File: src/rtl/ahb_mem_arbiter_if.sv
// ---------------------------------------------------------------------------
// ahb_mem_arbiter_if
// Groups the signals between the two AHB-lite masters (IF = instruction
// fetch, LS = load/store) and the shared single-port RAM around the
// arbiter.
//   if_* / ls_*  : per-master address/data phase inputs, hrdata/hready back
//   mem_*        : RAM port (mem_rdata_i is valid the cycle after a read)
// Modports:
//   slave  - the arbiter's view
//   master - the environment's view (masters + RAM)
// ---------------------------------------------------------------------------
interface ahb_mem_arbiter_if #(
  parameter int MEM_AW = 12
);
  logic              if_hsel_i,   ls_hsel_i;
  logic [1:0]        if_htrans_i, ls_htrans_i;
  logic [31:0]       if_haddr_i,  ls_haddr_i;
  logic              if_hwrite_i, ls_hwrite_i;
  logic [2:0]        if_hsize_i,  ls_hsize_i;
  logic [31:0]       if_hwdata_i, ls_hwdata_i;
  logic [31:0]       if_hrdata_o, ls_hrdata_o;
  logic              if_hready_o, ls_hready_o;

  logic              mem_en_o;
  logic              mem_we_o;
  logic [3:0]        mem_be_o;
  logic [MEM_AW-1:0] mem_addr_o;
  logic [31:0]       mem_wdata_o;
  logic [31:0]       mem_rdata_i;

  modport slave (
    input  if_hsel_i, if_htrans_i, if_haddr_i, if_hwrite_i, if_hsize_i, if_hwdata_i,
    input  ls_hsel_i, ls_htrans_i, ls_haddr_i, ls_hwrite_i, ls_hsize_i, ls_hwdata_i,
    output if_hrdata_o, if_hready_o, ls_hrdata_o, ls_hready_o,
    output mem_en_o, mem_we_o, mem_be_o, mem_addr_o, mem_wdata_o,
    input  mem_rdata_i
  );

  modport master (
    output if_hsel_i, if_htrans_i, if_haddr_i, if_hwrite_i, if_hsize_i, if_hwdata_i,
    output ls_hsel_i, ls_htrans_i, ls_haddr_i, ls_hwrite_i, ls_hsize_i, ls_hwdata_i,
    input  if_hrdata_o, if_hready_o, ls_hrdata_o, ls_hready_o,
    input  mem_en_o, mem_we_o, mem_be_o, mem_addr_o, mem_wdata_o,
    output mem_rdata_i
  );
endinterface

File: src/rtl/ahb_mem_arbiter.sv
// ---------------------------------------------------------------------------
// ahb_mem_arbiter
// Shares one zero-wait-state single-port RAM between two AHB-lite masters.
// One address phase is granted per cycle. Reads hit the RAM in the grant
// cycle; writes are latched and hit the RAM in the following cycle, when
// the write data phase is on the bus. While a latched write owns the RAM
// port, reads are held off but a new write may still be granted.
// Ports:
//   clk  - clock, rising edge
//   rst  - asynchronous active-high reset
//   bus  - ahb_mem_arbiter_if.slave (both masters + RAM port)
// Configuration:
//   ARB_RR_EN - when defined, ties are resolved round-robin (the master
//               granted last loses the next tie); otherwise LS always wins.
// ---------------------------------------------------------------------------
module ahb_mem_arbiter #(
  parameter int MEM_AW = 12
) (
  input  logic               clk,
  input  logic               rst,
  ahb_mem_arbiter_if.slave   bus
);

  typedef enum logic { M_IF = 1'b0, M_LS = 1'b1 } master_e;

  // Index 0 = IF, index 1 = LS.
  logic [1:0]        req, elig, gnt, hwrite;
  logic [1:0][31:0]  haddr;
  logic [1:0][2:0]   hsize;
  logic [31:0]       sel_addr;
  logic [2:0]        sel_size;
  logic              sel_write, any_gnt, ls_wins;
  logic              addr_unused;

  logic              wr_pend_q, wr_pend_d;
  master_e           wr_id_q,   wr_id_d;
  logic [MEM_AW-1:0] wr_addr_q, wr_addr_d;
  logic [3:0]        wr_be_q,   wr_be_d;
  logic [1:0]        rd_vld_q,  rd_vld_d;
  logic [1:0][31:0]  hold_q,    hold_d;
`ifdef ARB_RR_EN
  logic              last_ls_q, last_ls_d;
`endif

  function automatic logic [3:0] size_be(input logic [2:0] size, input logic [1:0] a);
    case (size)
      3'b000:  size_be = 4'b0001 << a;
      3'b001:  size_be = 4'b0011 << {a[1], 1'b0};
      default: size_be = 4'b1111;
    endcase
  endfunction

  // Request decode and arbitration.
  // NOTE: combinational blocks use blocking '=' and give every output a
  // value up front, so no path can leave a signal unassigned (no latch).
  always_comb begin
    hwrite   = {bus.ls_hwrite_i, bus.if_hwrite_i};
    haddr[0] = bus.if_haddr_i;
    haddr[1] = bus.ls_haddr_i;
    hsize[0] = bus.if_hsize_i;
    hsize[1] = bus.ls_hsize_i;
    req[0]   = bus.if_hsel_i & bus.if_htrans_i[1];
    req[1]   = bus.ls_hsel_i & bus.ls_htrans_i[1];
    // A latched write owns the RAM port this cycle: only writes may proceed.
    for (int m = 0; m < 2; m++) elig[m] = req[m] & ~(wr_pend_q & ~hwrite[m]);
    ls_wins = 1'b1;
`ifdef ARB_RR_EN
    ls_wins = ~last_ls_q;
`endif
    gnt[1]    = elig[1] & (~elig[0] | ls_wins);
    gnt[0]    = elig[0] & ~gnt[1];
    any_gnt   = |gnt;
    sel_addr  = gnt[1] ? haddr[1]  : haddr[0];
    sel_size  = gnt[1] ? hsize[1]  : hsize[0];
    sel_write = gnt[1] ? hwrite[1] : hwrite[0];
  end

  assign addr_unused = ^sel_addr[31:MEM_AW+2];

  // Next-state logic.
  always_comb begin
    wr_pend_d = any_gnt & sel_write;
    wr_id_d   = wr_id_q;
    wr_addr_d = wr_addr_q;
    wr_be_d   = wr_be_q;
    if (any_gnt & sel_write) begin
      wr_id_d   = gnt[1] ? M_LS : M_IF;
      wr_addr_d = sel_addr[MEM_AW+1:2];
      wr_be_d   = size_be(sel_size, sel_addr[1:0]);
    end
    for (int m = 0; m < 2; m++) begin
      rd_vld_d[m] = gnt[m] & ~hwrite[m];
      // Capture the RAM word in its return cycle so it survives a stall.
      hold_d[m]   = rd_vld_q[m] ? bus.mem_rdata_i : hold_q[m];
    end
`ifdef ARB_RR_EN
    last_ls_d = any_gnt ? gnt[1] : last_ls_q;
`endif
  end

  // Outputs. Gated by rst so a request held during reset cannot reach the RAM.
  always_comb begin
    bus.mem_en_o    = 1'b0;
    bus.mem_we_o    = 1'b0;
    bus.mem_be_o    = 4'b0000;
    bus.mem_addr_o  = '0;
    bus.mem_wdata_o = '0;
    if (!rst) begin
      if (wr_pend_q) begin
        bus.mem_en_o    = 1'b1;
        bus.mem_we_o    = 1'b1;
        bus.mem_addr_o  = wr_addr_q;
        bus.mem_be_o    = wr_be_q;
        bus.mem_wdata_o = (wr_id_q == M_LS) ? bus.ls_hwdata_i : bus.if_hwdata_i;
      end else if (any_gnt && !sel_write) begin
        bus.mem_en_o   = 1'b1;
        bus.mem_addr_o = sel_addr[MEM_AW+1:2];
        bus.mem_be_o   = 4'b1111;
      end
    end
    bus.if_hready_o = rst | ~req[0] | gnt[0];
    bus.ls_hready_o = rst | ~req[1] | gnt[1];
    bus.if_hrdata_o = rd_vld_q[0] ? bus.mem_rdata_i : hold_q[0];
    bus.ls_hrdata_o = rd_vld_q[1] ? bus.mem_rdata_i : hold_q[1];
  end

  // NOTE: state registers use non-blocking '<=' so every flop samples the
  // pre-edge values; the hold registers are reset because they drive hrdata.
  always_ff @(posedge clk or posedge rst) begin
    if (rst) begin
      wr_pend_q <= 1'b0;
      wr_id_q   <= M_IF;
      wr_addr_q <= '0;
      wr_be_q   <= 4'b0000;
      rd_vld_q  <= 2'b00;
      hold_q    <= '0;
`ifdef ARB_RR_EN
      last_ls_q <= 1'b0;
`endif
    end else begin
      wr_pend_q <= wr_pend_d;
      wr_id_q   <= wr_id_d;
      wr_addr_q <= wr_addr_d;
      wr_be_q   <= wr_be_d;
      rd_vld_q  <= rd_vld_d;
      hold_q    <= hold_d;
`ifdef ARB_RR_EN
      last_ls_q <= last_ls_d;
`endif
    end
  end

endmodule

File: src/flat_wrapper.sv
// flat-port wrapper written by rule: the top's interface ports become plain ports
module ahb_mem_arbiter_flat 
#(
  parameter int MEM_AW = 12
)
  (clk, rst, bus_if_hsel_i, bus_if_htrans_i, bus_if_haddr_i, bus_if_hwrite_i, bus_if_hsize_i, bus_if_hwdata_i, bus_ls_hsel_i, bus_ls_htrans_i, bus_ls_haddr_i, bus_ls_hwrite_i, bus_ls_hsize_i, bus_ls_hwdata_i, bus_if_hrdata_o, bus_if_hready_o, bus_ls_hrdata_o, bus_ls_hready_o, bus_mem_en_o, bus_mem_we_o, bus_mem_be_o, bus_mem_addr_o, bus_mem_wdata_o, bus_mem_rdata_i);
  ahb_mem_arbiter_if #(.MEM_AW(MEM_AW)) bus_i ();
  input  logic clk;
  input  logic rst;
  input wire logic [$bits(bus_i.if_hsel_i)-1:0] bus_if_hsel_i;
  input wire logic [$bits(bus_i.if_htrans_i)-1:0] bus_if_htrans_i;
  input wire logic [$bits(bus_i.if_haddr_i)-1:0] bus_if_haddr_i;
  input wire logic [$bits(bus_i.if_hwrite_i)-1:0] bus_if_hwrite_i;
  input wire logic [$bits(bus_i.if_hsize_i)-1:0] bus_if_hsize_i;
  input wire logic [$bits(bus_i.if_hwdata_i)-1:0] bus_if_hwdata_i;
  input wire logic [$bits(bus_i.ls_hsel_i)-1:0] bus_ls_hsel_i;
  input wire logic [$bits(bus_i.ls_htrans_i)-1:0] bus_ls_htrans_i;
  input wire logic [$bits(bus_i.ls_haddr_i)-1:0] bus_ls_haddr_i;
  input wire logic [$bits(bus_i.ls_hwrite_i)-1:0] bus_ls_hwrite_i;
  input wire logic [$bits(bus_i.ls_hsize_i)-1:0] bus_ls_hsize_i;
  input wire logic [$bits(bus_i.ls_hwdata_i)-1:0] bus_ls_hwdata_i;
  output wire logic [$bits(bus_i.if_hrdata_o)-1:0] bus_if_hrdata_o;
  output wire logic [$bits(bus_i.if_hready_o)-1:0] bus_if_hready_o;
  output wire logic [$bits(bus_i.ls_hrdata_o)-1:0] bus_ls_hrdata_o;
  output wire logic [$bits(bus_i.ls_hready_o)-1:0] bus_ls_hready_o;
  output wire logic [$bits(bus_i.mem_en_o)-1:0] bus_mem_en_o;
  output wire logic [$bits(bus_i.mem_we_o)-1:0] bus_mem_we_o;
  output wire logic [$bits(bus_i.mem_be_o)-1:0] bus_mem_be_o;
  output wire logic [$bits(bus_i.mem_addr_o)-1:0] bus_mem_addr_o;
  output wire logic [$bits(bus_i.mem_wdata_o)-1:0] bus_mem_wdata_o;
  input wire logic [$bits(bus_i.mem_rdata_i)-1:0] bus_mem_rdata_i;
  assign bus_i.if_hsel_i = bus_if_hsel_i;
  assign bus_i.if_htrans_i = bus_if_htrans_i;
  assign bus_i.if_haddr_i = bus_if_haddr_i;
  assign bus_i.if_hwrite_i = bus_if_hwrite_i;
  assign bus_i.if_hsize_i = bus_if_hsize_i;
  assign bus_i.if_hwdata_i = bus_if_hwdata_i;
  assign bus_i.ls_hsel_i = bus_ls_hsel_i;
  assign bus_i.ls_htrans_i = bus_ls_htrans_i;
  assign bus_i.ls_haddr_i = bus_ls_haddr_i;
  assign bus_i.ls_hwrite_i = bus_ls_hwrite_i;
  assign bus_i.ls_hsize_i = bus_ls_hsize_i;
  assign bus_i.ls_hwdata_i = bus_ls_hwdata_i;
  assign bus_if_hrdata_o = bus_i.if_hrdata_o;
  assign bus_if_hready_o = bus_i.if_hready_o;
  assign bus_ls_hrdata_o = bus_i.ls_hrdata_o;
  assign bus_ls_hready_o = bus_i.ls_hready_o;
  assign bus_mem_en_o = bus_i.mem_en_o;
  assign bus_mem_we_o = bus_i.mem_we_o;
  assign bus_mem_be_o = bus_i.mem_be_o;
  assign bus_mem_addr_o = bus_i.mem_addr_o;
  assign bus_mem_wdata_o = bus_i.mem_wdata_o;
  assign bus_i.mem_rdata_i = bus_mem_rdata_i;
  ahb_mem_arbiter #(.MEM_AW(MEM_AW)) u_core (.clk(clk), .rst(rst), .bus(bus_i));
endmodule
File: config.mk
export PLATFORM = sky130hd
export DESIGN_NAME = ahb_mem_arbiter_flat
export DESIGN_NICKNAME = d
export VERILOG_FILES = /design/src/rtl/ahb_mem_arbiter_if.sv /design/src/rtl/ahb_mem_arbiter.sv /design/src/flat_wrapper.sv
export SDC_FILE = /design/constraint.sdc
export NUM_CORES = 1
export LEC_CHECK = 0
export CAP_MARGIN = 25
export CORE_ASPECT_RATIO = 2
export CORE_MARGIN = 5
export CORE_UTILIZATION = 36
export DETAILED_ROUTE_END_ITERATION = 12
export GPL_TIMING_DRIVEN = 0
export PLACE_DENSITY = 0.84
export SLEW_MARGIN = 20
export SYNTH_ARGS = -nofsm -noshare
export SYNTH_HDL_FRONTEND = slang
export SYNTH_SLANG_ARGS = --single-unit
File: constraint.sdc
create_clock -name clk -period 5.45 [get_ports clk]
set_input_delay 1.09 -clock clk [delete_from_list [all_inputs] [get_ports clk]]
set_output_delay 1.09 -clock clk [all_outputs]
set_load 0.1 [all_outputs]
==> impl_metrics.py <==
metrics = {
    "synthesis": {
        "synthTopCellsByArea": "dfrtp_1 50%, mux2_2 16%, mux2i_1 8.3%, nor2_1 3.9%, mux2i_2 2.9%",
        "yosysSeqAreaShare_pct": 50.0,
        "ys_types": 35,
        "ys_ff_latch": 84,
        "synth.top_cell.area_share_pct": 50.0,
        "yosysMostFrequentCell": "dfrtp_1",
        "synth_fp_nets": 525,
        "syn_avg_cell_area_um2": 12.0,
        "yosys.area.top_type": "dfrtp_1",
        "synth_enable_flop_cells": 0,
        "ys_warn_count": 0,
        "yosys-top-cells-count": "84 x dfrtp_1, 60 x mux2_2, 44 x nor2_1",
        "netlist_area_um2": 4210,
        "synth-main-ff-cell": "dfrtp_1",
        "async_flop_share_pct": 100,
        "synth_cells": 349,
    },
    "place": {
        "dp.cells": 749,
        "gp_congestion": 0.792,
        "io_buffers": 253,
        "detailed_place_hpwl_um": 11900,
        "dp_slack_ns": 0.135,
    },
    "drt": {
        "vias": 3692,
        "via_per_inst": 4.83,
        "drt_wl_total_um": 14000,
        "ant_nets": 0,
        "route.detailed.drc": 0,
        "drt-pass1-iter-count": 4,
        "wl_per_cell_um": 18.3,
        "drt_first_iter_violations": 66,
    },
    "sta": {
        "hold_viol": 0,
        "relSlewSlack_pct": 31.4,
        "min_period_ns": 5.19,
        "slew_violations": 0,
        "fin_skew_ns": 0.00494,
        "rsz0062_at_grt": "no",
        "fin_crit_sh_pct": 95.3,
        "max_freq_mhz": 193,
        "tightest_slew_ns": 1.03,
        "fin_hold_ws_ns": 0.484,
        "worst_slack_ns": 0.258,
        "setup-violations-final": 0,
    },
    "finish": {
        "final_layout_size_suffix_gt1_share_pct": 21.8,
        "stdcell_count": 765,
        "utilization_pct": 62.3,
        "final_nets": 791,
        "area_growth_syn_to_layout_pct": 72.3,
        "insertedDiodeCount": 0,
    },
    "worst_hold_path": {
        "hold_end": "u_core.hold_q[42]",
        "hold_path.class": "reg -> reg",
        "min_from": "u_core.hold_q[42]",
        "min_path_cells": 1,
    },
    "floorplanning": {
        "start_util_pct": 36.2,
        "fp.dieH_um": 163,
        "rows": 56,
        "pin_count": 292,
        "die-area_um2": 14100,
        "core_um2": 11600,
        "die_w_um": 86.4,
    },
    "clock_network": {
        "clkLatencyLatePin_ns": 0.33,
        "cts_hold_buf": 0,
        "cts-root-buf": "clkbuf_16",
        "cts_buffers": 9,
        "htree_levels": 3,
        "cts_tree": "built",
        "ctsLongestPathBuffers": 2,
        "cts.reportedPaths.clkPinSlew_ns": 0.06,
        "cts.sinks": 84,
    },
    "worst_setup_path": {
        "r2r_start": "u_core.wr_pend_q",
        "crit_fanout": 23,
        "worst_setup_path_end_kind": "primary output",
        "path_cells": "clkdlybuf4s50_1, clkinvlp_4, nand2_1, inv_1, buf_2, nand2_1, o21ai_2, clkdlybuf4s50_1",
        "worstSetupPathType": "in -> out",
        "worstReg2RegEnd": "u_core.wr_addr_q[11]",
        "critPathSlowestCell": "clkdlybuf4s50_1",
        "ff2ff_path_depth": 6,
        "r2r_slack_ns": 3.93,
        "setup.worst_path.start": "rst",
        "crit_path_start_kind": "input port",
        "cp_slowest_stage_delay_ns": 0.99,
        "cp.arrival_ns": 4.10,
        "cp.required_ns": 4.36,
    },
    "power": {
        "p_per_area_nw_per_um2": 421,
        "ir_worst_vdd_mv": 0.250,
        "leakage_nw": 2.99,
    },
    "global_routing": {
        "grt_max_degree": 38,
        "grtUsageTotal_pct": 19.8,
        "grt-ovfl-total": 0,
        "grt_pass1_wl_um": 21200,
        "antenna_found_initial": 0,
        "first_global_vias": 4134,
    },
    "job": {
        "cap_violations": 0,
    },
    "outcome": {
        "status": "complete, no violations",
    },
}
==> per-layer routing <==
layer	vias up	part of all wire (%)	routed length (um)	global-route usage, %
met3	26	8.4	1170	6.13
met1	1734	29	4090	16.4
li1	1737	-	-	-
met5	-	0	0	0
met4	0	3.4	477	8.94
met2	195	59	8220	40.2
==> worst max-delay path, delay by kind of cell <==
kind                   cells  cell delay (ns)
buffers and inverters      5             2.44
and+or+nand+nor            2             0.50
AOI/OAI and AO/OA          1             0.06
==> worst max path at each step <==
| stage | slack (ns) | endpoint | depth (start not counted) |
|---|---|---|---|
| 2_1_floorplan | 0.35 | bus_mem_addr_o[3] | 6 |
| 3_3_place_gp | -1.29 | bus_ls_hready_o | 7 |
| 3_5_place_dp | 0.13 | bus_ls_hready_o | 7 |
| 4_1_cts | 0.12 | bus_ls_hready_o | 7 |
| 5_1_grt | 0.02 | bus_mem_wdata_o[10] | 6 |
| 6_report | 0.26 | bus_mem_addr_o[10] | 8 |
==> cells by family after synthesis <==
family                 count (synthesis)  share of synthesized area, %
AOI/OAI and AO/OA                     46                          8.33
muxes                                108                          28.4
buffers and inverters                 30                          4.40
and+or+nand+nor                       81                          8.87
DFF                                   84                          50.0
==> registers in the layout (all words and copies together) (netlist names) <==
| signal | flops |
|---|---|
| u_core.hold_q | 64 |
| u_core.wr_pend_q | 1 |
| u_core.wr_id_q | 1 |
| u_core.wr_be_q | 4 |
| u_core.rd_vld_q | 2 |
| u_core.wr_addr_q | 12 |
==> what timing repair did <==
| item | CTS | global route |
|---|---|---|
| gates resized for setup | 0 | 1 |
| setup endpoints to repair | 0 | 1 |
| setup buffers | 0 | 0 |
==> cell type report <==
class | instances | area [um2]
multi-input cells | 235 | 1920
flip-flops and latches | 84 | 2100
clock buffers | 11 | 243
plain buffers | 23 | 159
fillers | 1004 | 4390
repair buffers | 255 | 2570
well taps | 145 | 181
inverters | 7 | 30.0
clock inverters | 5 | 36.3
==> where the power goes <==
group	total [mW]	switching (mW)	internal, mW
Clock	0.560	0.238	0.322
Sequential	0.798	0.0415	0.757
Combinational	1.69	1.24	0.460
==> stage by stage <==
stage	power (mW)	TNS, ns	cell area, um2
finish	3.05	0	7240
global route	3.17	0	7240
CTS	3.09	0	7240
detailed placement	2.52	0	6960
global placement	2.48	-53.28	6920
floorplan	2.08	0	4210
==> layout by cell type (no fill, tap or decap), types with 2 or more instances in the layout <==
master / instances
o211a_1: 2
o21ai_2: 8
clkbuf_16: 9
nand2b_1: 2
clkinvlp_4: 4
nand2_1: 17
nor2_1: 44
a21oi_1: 4
and2_4: 2
nor3_1: 2
mux2_2: 60
mux2i_2: 9
dfrtp_1: 84
mux2_1: 4
buf_6: 3
o21a_1: 2
clkdlybuf4s50_1: 252
mux2i_1: 35
a22oi_1: 2
buf_2: 11
inv_1: 6
o21ai_1: 6
nor2_2: 5
buf_12: 4
nor2b_1: 3
o21ai_0: 8
a21oi_2: 12
clkbuf_1: 6
(Power assumes the default switching activity.)
